`src/rtl/clad_pkg.sv`:
```
// Shared constants and types for the two-level carry-lookahead adder.
package clad_pkg;

  localparam int BLOCK_W = 4;

  typedef struct packed {
    logic p;
    logic g;
  } pg_t;

endpackage

```
`src/rtl/cla_block4.sv`:
```
// Combinational 4-bit lookahead cell: internal carries plus block propagate/generate.
module cla_block4
  import clad_pkg::*;
(
  input  logic [BLOCK_W-1:0] p,
  input  logic [BLOCK_W-1:0] g,
  input  logic               ci,
  output logic [BLOCK_W-1:0] c,
  output logic               bp,
  output logic               bg
);

  // Each carry is a flat sum-of-products so no carry waits on another.
  always_comb begin
    c[0] = ci;
    c[1] = g[0] | (p[0] & ci);
    c[2] = g[1] | (p[1] & g[0]) | (p[1] & p[0] & ci);
    c[3] = g[2] | (p[2] & g[1]) | (p[2] & p[1] & g[0]) | (p[2] & p[1] & p[0] & ci);
    bp   = &p;
    bg   = g[3] | (p[3] & g[2]) | (p[3] & p[2] & g[1]) | (p[3] & p[2] & p[1] & g[0]);
  end

endmodule

```
`src/rtl/clad.sv`:
```
// Registered WIDTH-bit adder built from 4-bit lookahead cells and a second lookahead level.
module clad
  import clad_pkg::*;
#(
  parameter int WIDTH = 4
) (
  input  logic             clk,
  input  logic             rst_n,
  input  logic [WIDTH-1:0] a,
  input  logic [WIDTH-1:0] b,
  input  logic             cin,
  output logic [WIDTH-1:0] sum,
  output logic             cout,
  output logic             pg,
  output logic             gg
);

  localparam int NB = WIDTH / BLOCK_W;

  pg_t  [WIDTH-1:0] bit_pg;
  logic [WIDTH-1:0] p_vec;
  logic [WIDTH-1:0] g_vec;
  logic [WIDTH-1:0] c_vec;
  logic [NB-1:0]    blk_p;
  logic [NB-1:0]    blk_g;
  logic [NB-1:0]    blk_ci;
  logic [WIDTH-1:0] sum_next;
  logic             cout_next;
  logic             pg_next;
  logic             gg_next;

  // Carry into block k, expanded so every product term is independent of the others.
  function automatic logic la_carry(input logic [NB-1:0] bp_in, input logic [NB-1:0] bg_in,
                                    input logic c0, input int k);
    logic c;
    logic t;
    c = 1'b0;
    for (int j = 0; j < k; j++) begin
      t = bg_in[j];
      for (int m = j + 1; m < k; m++) t = t & bp_in[m];
      c = c | t;
    end
    t = c0;
    for (int m = 0; m < k; m++) t = t & bp_in[m];
    return c | t;
  endfunction

  for (genvar i = 0; i < WIDTH; i++) begin : g_bit
    assign bit_pg[i].p = a[i] ^ b[i];
    assign bit_pg[i].g = a[i] & b[i];
    assign p_vec[i]    = bit_pg[i].p;
    assign g_vec[i]    = bit_pg[i].g;
  end

  for (genvar k = 0; k < NB; k++) begin : g_blk
    assign blk_ci[k] = la_carry(blk_p, blk_g, cin, k);

    cla_block4 u_cla (
      .p  (p_vec[k*BLOCK_W +: BLOCK_W]),
      .g  (g_vec[k*BLOCK_W +: BLOCK_W]),
      .ci (blk_ci[k]),
      .c  (c_vec[k*BLOCK_W +: BLOCK_W]),
      .bp (blk_p[k]),
      .bg (blk_g[k])
    );
  end

  assign sum_next  = p_vec ^ c_vec;
  assign cout_next = la_carry(blk_p, blk_g, cin, NB);
  assign gg_next   = la_carry(blk_p, blk_g, 1'b0, NB);
  assign pg_next   = &p_vec;

  always_ff @(posedge clk) begin
    if (!rst_n) begin
      sum  <= '0;
      cout <= 1'b0;
      pg   <= 1'b0;
      gg   <= 1'b0;
    end else begin
      sum  <= sum_next;
      cout <= cout_next;
      pg   <= pg_next;
      gg   <= gg_next;
    end
  end

endmodule

```
`config.mk`:
```
export PLATFORM = sky130hd
export DESIGN_NAME = clad
export DESIGN_NICKNAME = d
export VERILOG_FILES = /design/src/rtl/clad_pkg.sv /design/src/rtl/cla_block4.sv /design/src/rtl/clad.sv
export SDC_FILE = /design/constraint.sdc
export NUM_CORES = 1
export LEC_CHECK = 0
export BUFFER_PORTS_ARGS = -buffer_cell sky130_fd_sc_hd__buf_4
export CAP_MARGIN = 20
export CORE_AREA = 2 2 39 41
export DETAILED_ROUTE_END_ITERATION = 6
export DIE_AREA = 0 0 41 43
export PLACE_DENSITY = 0.64
export SLEW_MARGIN = 30
export SYNTH_ARGS = -nofsm -noshare
export SYNTH_HDL_FRONTEND = slang
export SYNTH_HIERARCHICAL = 1
export SYNTH_SLANG_ARGS = --single-unit
```
`constraint.sdc`:
```
create_clock -name clk -period 1.3 [get_ports clk]
set_clock_uncertainty 0.15 [all_clocks]
set_input_delay 0.13 -clock clk [delete_from_list [all_inputs] [get_ports clk]]
set_output_delay 0.13 -clock clk [all_outputs]
set_load 0.02 [all_outputs]
```
=== Word level (Yosys, flattened, before mapping) ===
Cells that the tools add are included.

* Register bits after elaboration: 7
* Output and inout port bits: 7
* Logic and storage cells: 39

* Bitwise gates (word level): 34
* Reduce and logical (&&, ||, !) cells: 1

{| class="wikitable"
|+ Operator list
! operator !! count
|-
| bitwise AND 1 bit || 19
|-
| OR 1 bit || 10
|-
| AND reduction 4 bit || 1
|-
| XOR 1 bit || 4
|-
| XOR 4 bit || 1
|}

=== Logic depth before layout (Yosys ltp) ===
Gate-level depths: netlist (run 1).

* Depth in word-level cells: 6
* Gate-level depth with buffers: 6

=== By module ===
Netlist (run 1), hierarchy kept.

{| class="wikitable"
|+ By module, submodules not included
! module !! instances !! cells each !! area an instance (µm²) !! sequential area each (µm²)
|-
| clad || 1 || 25 || 280.3 || 140.1
|-
| cla_block4 || 1 || 13 || 67.6 || 0.0
|}

=== Worst setup path after synthesis (run 1) ===
No wires, ideal clock.

* Path type: input to register
* Start point: input a[0]
* End point: register sum[2]
* Library setup time: 0.115 ns
* Data arrival time: 1.105 ns
* Required time: 1.035 ns
* Slack: -0.070 ns
* Cell stages on the path: 6
* Buffers on the path: 0
* Path through: ha_1 a21oi_2 inv_2 a21o_1 xor2_1 and2_1

* Word-level cells in the longest chain between the ends: 5
* Elaborated cells on any way between the ends: 8
* Classes of those cells: 8 x bitwise

{| class="wikitable"
|+ Ends and longest elaborated chain
! element !! line !! source
|-
| start: declaration || clad.sv:9 || <nowiki>input logic [WIDTH-1:0] a,</nowiki>
|-
| bitwise AND 1 bit / XOR 1 bit (equally long branches) || clad.sv:50, clad.sv:49 ||
|-
| bitwise AND 1 bit || cla_block4.sv:17 || <nowiki>c[2] = g[1] | (p[1] & g[0]) | (p[1] & p[0] & ci);</nowiki>
|-
| OR 1 bit / bitwise AND 1 bit (equally long branches) || cla_block4.sv:17 ||
|-
| OR 1 bit (*) || cla_block4.sv:17 ||
|-
| net c_vec[2] || clad.sv:23 || <nowiki>logic [WIDTH-1:0] c_vec;</nowiki>
|-
| XOR 4 bit (*) || clad.sv:68 || <nowiki>assign sum_next = p_vec ^ c_vec;</nowiki>
|-
| end signal: assignment || clad.sv:80 || <nowiki>sum <= sum_next;</nowiki>
|-
| end: declaration || clad.sv:12 || <nowiki>output logic [WIDTH-1:0] sum,</nowiki>
|}

Mark *: on every way through the listed nets, which the timed path passes. The rest lies on a longest branch.
A chain may end at the register's enable or synchronous reset.

==> flow_summary_export.csv, run 1 <==
group,metric,value,unit
run_status,outcome,"completed",
yosys,ys_ff_latch,7,
final_layout,finish.cell_count_without_fillers,82,
setup_path,worst_setup_path_end_kind,"flip-flop",
setup_path,startpoint,"a[0]",
routing,totalWireLength,682,µm
die,num_rows,14,
die,die_h,43,µm
yosys,xor_and_xnor_area_share_after_synthesis,0.101,
yosys,netlist_top_cells_area,"sky130_fd_sc_hd__dfxtp_1 40%, sky130_fd_sc_hd__ha_1 14%, sky130_fd_sc_hd__xor2_1 10%",
global_routing,first_global_vias,319,
yosys,ys_warn_count,6,
timing,grt_setup_unrepaired,"false",
timing,max_clock_freq,0.866,GHz
yosys,synth_area_leader_cell,"sky130_fd_sc_hd__dfxtp_1",
final_layout,final_cell_area,589,µm²
global_routing,grt_max_degree,8,
yosys,post_synth_num_cell_types,14,
final_layout,area_of_the_multi_input_gates,209,µm²
pwr,cellLeakagePower,0.294,nW
global_routing,grt_overflow,0,
routing,wl_per_cell,8.32,µm
yosys,share_of_synthesized_cell_area_in_and_or_nand_and_nor_gates,0.187,
timing,timing_max_transition_violations_final,0,
final_layout,ff_latch_area,140,µm²
yosys,synth_compound_area_frac,0.133,
placed_design,gpl.final_weighted_congestion,0.741,
final_layout,drive_above_1_share,0.455,
yosys,synth_top_cell_area_share,0.403,
yosys,synthMuxAreaShare,0,
setup_path,cp_slowest_stage_delay,0.23,ns
setup_path,worstPathCellList,"buf_4 > ha_4 > a21oi_2 > inv_2 > a21o_1 > xor2_1 > and2_1",
setup_path,cpMaxStageDelayCell,"sky130_fd_sc_hd__ha_4",
yosys,synth_fa_ha_area_frac,0.144,
setup_path,critPathMaxFanout,2,
global_routing,grt_antenna_before_repair,0,
pwr,final_total_power,0.644,mW
clock_tree,cts_made_buffers,3,
placed_design,placed_cell_area,553,µm²
final_layout,total_nets_final,82,
timing,slew-limit-headroom,0.834,
setup_path,worstSetupStartpointType,"primary input",
routing,vias_per_cell,4.23,
die,core_area,1380,µm²
yosys,synth_sequential_area_ratio,0.403,
final_layout,area_growth,69.4,%
clock_tree,path_clk_slew,0.05,ns
pwr,power_density,1090,nW/µm²
routing,via_count,347,
yosys,synth_area,348,µm²
routing,met3_length,60,µm
clock_tree,clock_tree_from_tritoncts,"yes",
final_layout,fillCellCount,139,
routing,detail_route.wirelength.met1,264,µm
final_layout,n_antenna_cell,0,
routing,detailroute.wirelength.met2,357,µm
global_routing,track_usage,0.0971,
clock_tree,post_cts_resized,0,
die,initial_utilization,0.251,
placed_design,placedCellCount,77,
yosys,post_synth_inst_count,38,
clock_tree,cts-root-to-sink-buffers,2,
placed_design,preCtsSetupSlack,-0.116,ns
yosys,syn_area_per_cell,9.15,µm²
timing,fin_crit_sh,0.888,
clock_tree,clkSinkCount,7,
die,dieArea,1760,µm²
yosys,synth_top_family_by_area,"simple AND/OR/NAND/NOR gates",
routing,drc,0,
setup_path,crit_required,1.29,ns
clock_tree,cts.root.buffer_cell,"sky130_fd_sc_hd__clkbuf_4",
routing,detailedRoute.firstIterationViolations,6,
clock_tree,htreeDepth,1,
routing,drt-pass1-iter-count,4,
global_routing,grt_pass1_wl,1.15,mm
routing,detail-route-antenna-nets,0,
yosys,syn_nets,53,
worst_hold_path,class_of_the_most_critical_hold_timing_path,"primary input to flip-flop",
setup_path,cp-endpoint,"sum[2]",
timing,finalWorstPathRequiredPeriod,1.15,ns
placed_design,hpwlAfterDp,589,µm
placed_design,numPortBuffers,17,
clock_tree,post_cts.repair.setup_buffers,0,
timing,count_of_endpoints_failing_hold_in_the_final_timing_report,0,
setup_path,worstSetupPathType,"primary input to flip-flop",
flow_run,drv_cap,0,
timing,setup_tns,0,ns
die,width_of_the_die,41,µm
timing,worst_slew_pin_slew,0.246,ns
timing,setup_viol,0,
die,io-pin-count,18,
setup_path,critPathArrivalTime,1.14,ns
timing,setup_ws,0.145,ns
routing,route.top_layer_used,"met3",
pwr,max-vdd-ir-drop,0.252,mV
## final cells by class
class / count / area share
Multi-Input combinational cell: 29 / 0.355
Timing Repair Buffer: 25 / 0.323
Sequential cell: 7 / 0.238
Clock buffer: 4 / 0.0446
Tap cell: 16 / 0.0340
Inverter: 1 / 0.00637
## placed cells by master (no fill, tap or decap), drive strengths merged, types with 2 or more instances in the layout
cell and n:
buf 24, dfxtp 7, and2 5, a21oi 5, xor2 4, nand2 4, ha 4, clkbuf 4
nor2 2, o21ai 2
## power by group
group          switching, mW  leakage, nW  internal [mW]
clock network         0.0721       0.0150          0.117
logic                 0.0949        0.221          0.117
registers            0.00563       0.0580          0.237
total                  0.173        0.294          0.471
## cells in the mapped netlist
master and n:
sky130_fd_sc_hd__buf_4 1, sky130_fd_sc_hd__xor2_1 4, sky130_fd_sc_hd__and2_1 5, sky130_fd_sc_hd__ha_1 4
sky130_fd_sc_hd__a21oi_2 1, sky130_fd_sc_hd__nor2b_1 1, sky130_fd_sc_hd__dfxtp_1 7, sky130_fd_sc_hd__a21oi_1 4
sky130_fd_sc_hd__o21ai_0 2, sky130_fd_sc_hd__nand2_1 4, sky130_fd_sc_hd__inv_2 1, sky130_fd_sc_hd__nand3_1 1
sky130_fd_sc_hd__a21o_1 1, sky130_fd_sc_hd__nor2_1 2
## logic make-up (layout without fill, tap and decap cells)
family | Yosys count | after routing
AO/OA/AOI/OAI | 8 | 8
buffers and inverters | 2 | 30
adder cells (fa/ha/maj) | 4 | 4
XOR/XNOR | 4 | 4
AND/OR/NAND/NOR | 13 | 13
flip-flops | 7 | 7
## through the flow
step	hold slack [ns]	utilization
after global routing	0.0649	0.426
after CTS	0.0333	0.426
after floorplan	0.102	-
final	0.0346	0.426
after global placement	0.238	0.400
after detailed placement	0.238	0.400
## worst min-delay path by stage
stage,start,to,cells after the start
2_1_floorplan,rst_n,sum[0],1
3_3_place_gp,rst_n,sum[2],2
3_5_place_dp,rst_n,sum[3],2
4_1_cts,cin,cout,3
5_1_grt,cin,cout,3
6_report,cin,cout,3
## flip-flops by register name, indices dropped and copies added, names as in the netlist
register / cells
pg: 1
cout: 1
sum: 4
gg: 1
## per-layer routing
layer  up-vias  GRT usage
li1        184          -
met1       149      0.108
met2        14      0.150
met3         0     0.0157
met4         0     0.0800
met5         -          0
## what timing repair did
action                                  in CTS  in global routing
endpoints found under the setup margin       0                  0
hold buffers                                 1                  0
endpoints found under the hold margin        6                  0
## critical path, delay by kind of cell
kind,cells,cell delay (ns)
AO/OA/AOI/OAI,2,0.35
AND/OR/NAND/NOR,1,0.14
buffers and inverters,2,0.17
adder cells (fa/ha/maj),1,0.23
XOR/XNOR,1,0.13
Power figures use the tool's default switching activity.
==> run 2, diff against run 1 <==
- ABC_AREA: not set -> 1
- CELL_PAD_IN_SITES_DETAIL_PLACEMENT: not set -> 0
- CELL_PAD_IN_SITES_GLOBAL_PLACEMENT: not set -> 2
- CORE_AREA: 2 2 39 41 -> not set
- CORE_MARGIN: not set -> 1
- CORE_UTILIZATION: not set -> 18
- DIE_AREA: 0 0 41 43 -> not set
- PLACE_DENSITY: 0.64 -> 0.78
==> flow_summary_export.csv, run 2 <==
group,metric,value,unit
pwr,comb_power_share,0.315,
setup_path,worstSetupPathType,"primary input to flip-flop",
pwr,p_sw,0.177,mW
clock_tree,path_clk_slew,0.05,ns
global_routing,grt_max_degree,8,
yosys,post_synth_num_cell_types,9,
die,num_rows,16,
final_layout,largest_register_ffs,4,
clock_tree,clkSinkCount,7,
setup_path,worst_setup_path_end_kind,"flip-flop",
pwr,max-vdd-ir-drop,0.420,mV
yosys,synth_ff_type,"sky130_fd_sc_hd__dfxtp_1",
pwr,internal_power,0.447,mW
yosys,synth_enable_flop_cells,0,
run_status,outcome,"completed",
yosys,share_of_synthesized_cell_area_in_and_or_nand_and_nor_gates,0.391,
timing,max_clock_freq,0.804,GHz
setup_path,worstPathCellList,"dlygate4sd3_1 > buf_4 > nand2_1 > nand2_2 > nand2_1 > nand2_1 > nand2_1 > nand2_1 > nor2_1",
setup_path,critPathArrivalTime,1.27,ns
clock_tree,htreeDepth,1,
placed_design,placed_cell_area,556,µm²
timing,timing_max_transition_violations_final,0,
routing,wl_per_cell,7.66,µm
setup_path,critical-path-top-cell-by-count,"sky130_fd_sc_hd__nand2_1",
timing,worst_slew_pin_slew,0.140,ns
yosys,synth_sequential_area_ratio,0.377,
die,dieArea,2250,µm²
final_layout,max_flop_register,"sum",
routing,drt-pass1-iter-count,4,
final_layout,most-common-layout-cells,"21 x sky130_fd_sc_hd__buf_4, 20 x sky130_fd_sc_hd__nand2_1, 10 x sky130_fd_sc_hd__nor2_1, 7 x sky130_fd_sc_hd__dfxtp_1, 5 x sky130_fd_sc_hd__inv_1",
setup_path,worstSetupStartpointType,"primary input",
timing,setup_tns,0,ns
routing,met3_length,63,µm
routing,totalWireLength,827,µm
placed_design,numPortBuffers,17,
yosys,netlist_top_cells_area,"sky130_fd_sc_hd__dfxtp_1 38%, sky130_fd_sc_hd__nand2_1 20%, sky130_fd_sc_hd__ha_1 13%",
global_routing,grt_antenna_before_repair,0,
routing,detailedRoute.firstIterationViolations,6,
clock_tree,cts_hold_bufs,2,
placed_design,gpl.final_weighted_congestion,0.707,
pwr,power_frac_clock,0.301,
clock_tree,cts_made_buffers,3,
final_layout,drive_above_1_share,0.321,
timing,finalWorstPathRequiredPeriod,1.24,ns
setup_path,critPathMaxFanout,5,
setup_path,cp_slowest_stage_delay,0.54,ns
clock_tree,cts-root-to-sink-buffers,2,
yosys,syn_nets,70,
timing,slew-limit-headroom,0.906,
global_routing,first_global_vias,374,
pwr,cellLeakagePower,0.337,nW
yosys,synth_top_family_by_area,"simple AND/OR/NAND/NOR gates",
die,io-pin-count,18,
final_layout,n_antenna_cell,0,
worst_hold_path,class_of_the_most_critical_hold_timing_path,"primary input to flip-flop",
setup_path,cp_top_family,"buffers and inverters",
pwr,power.share.switching,0.284,
yosys,yosys-top-cells-count,"20 x sky130_fd_sc_hd__nand2_1, 10 x sky130_fd_sc_hd__nor2_1, 7 x sky130_fd_sc_hd__dfxtp_1",
timing,fin_crit_sh,0.956,
pwr,power_density,1040,nW/µm²
die,die_h,47.4,µm
setup_path,cpMaxStageDelayCell,"sky130_fd_sc_hd__dlygate4sd3_1",
global_routing,grt_pass1_wl,1.31,mm
die,core_area,1940,µm²
final_layout,area_growth,62.0,%
yosys,synth_area,372,µm²
yosys,synth_compound_area_frac,0.0269,
placed_design,hpwlAfterDp,680,µm
die,initial_utilization,0.191,
placed_design,preCtsSetupSlack,0.0103,ns
yosys,synth_area_leader_cell,"sky130_fd_sc_hd__dfxtp_1",
routing,detail_route.wirelength.met1,378,µm
pwr,p_seq_frac,0.383,
clock_tree,post_cts.repair.setup_buffers,0,
global_routing,grt_overflow,0,
yosys,synthMuxAreaShare,0,
timing,setup_ws,0.0569,ns
yosys,synth_top_cell_area_share,0.377,
final_layout,fillCellCount,220,
routing,detailroute.wirelength.met2,385,µm
routing,vias_per_cell,3.89,
yosys,ys_warn_count,6,
routing,via_count,420,
routing,drc,0,
final_layout,total_nets_final,97,
yosys,leading_cell_type_by_number_of_instances_after_synthesis,"sky130_fd_sc_hd__nand2_1",
clock_tree,post_cts_resized,0,
yosys,async_reset_ff_frac,0,
final_layout,final_cell_area,602,µm²
clock_tree,cts.root.buffer_cell,"sky130_fd_sc_hd__clkbuf_4",
yosys,synth_fa_ha_area_frac,0.135,
timing,setup_viol,0,
global_routing,track_usage,0.0864,
flow_run,drv_cap,0,
clock_tree,clock_tree_from_tritoncts,"yes",
routing,route.top_layer_used,"met3",
die,width_of_the_die,47.4,µm
yosys,post_synth_inst_count,55,
yosys,ys_ff_latch,7,
setup_path,crit_required,1.33,ns
setup_path,crit_buf_inv,2,
timing,grt_setup_unrepaired,"false",
yosys,xor_and_xnor_area_share_after_synthesis,0,
routing,detail-route-antenna-nets,0,
final_layout,final_common_cell,"sky130_fd_sc_hd__buf_4",
timing,count_of_endpoints_failing_hold_in_the_final_timing_report,0,
yosys,syn_area_per_cell,6.76,µm²
-- run 2: cell count changes after synthesis, sizes merged, moves of 2 or more --
cell,previous run,this run
nand3,1,4
xor2,4,0
nand2,4,22
nor2,2,10
o21ai,2,0
a21oi,5,2
and2,5,0
inv,1,5
-- run 2: logic make-up (layout without fill, tap and decap cells) --
family	after synthesis	count (layout)
flip-flops	7	7
buffers and inverters	6	32
AO/OA/AOI/OAI	2	2
adder cells (fa/ha/maj)	4	4
AND/OR/NAND/NOR	36	36
-- run 2: final timing paths --
kind,startpoint,end,slack (ns),cells past startpoint
setup / recovery,cin,sum[3],0.06,9
hold / removal,b[3],gg,0.20,6
-- run 2: through the flow --
| stage | power, mW | util | cells | hold slack [ns] |
|---|---|---|---|---|
| after detailed placement | 0.437 | 0.286 | 102 | 0.260 |
| final | 0.624 | 0.310 | 108 | 0.204 |
| after global placement | 0.435 | 0.286 | 102 | 0.258 |
| after global routing | 0.670 | 0.310 | 108 | 0.219 |
| after floorplan | 0.349 | - | 55 | 0.0961 |
| after CTS | 0.638 | 0.310 | 108 | 0.194 |
-- run 2: cell type report --
type / count / area, µm² / area share
Clock buffer: 4 / 26.3 / 0.0437
Inverter: 5 / 18.8 / 0.0312
Multi-Input combinational cell: 42 / 205 / 0.341
Sequential cell: 7 / 140 / 0.233
Tap cell: 27 / 33.8 / 0.0561
Timing Repair Buffer: 23 / 178 / 0.295
-- run 2: layer usage --
layer / track usage / vias to the layer above
met2: 0.156 / 18
met4: 0.0171 / 0
met1: 0.0818 / 181
met5: 0 / -
li1: - / 221
met3: 0.0566 / 0
-- run 2: power by group through the flow --
stage                     clock (mW)  combinational [mW]  sequential [mW]
final                          0.188               0.197            0.239
after global routing           0.208               0.222            0.241
after CTS                      0.199               0.199            0.240
after detailed placement           0               0.193            0.244
after global placement             0               0.192            0.243
after floorplan                    0              0.0800            0.269
-- run 2: worst min-delay path: cells and delay by family --
kind | cells | cell delay [ns]
adders and majority gates | 1 | 0.14
AOI/OAI and AO/OA | 1 | 0.04
and+or+nand+nor | 2 | 0.14
buffers and inverters | 2 | 0.13
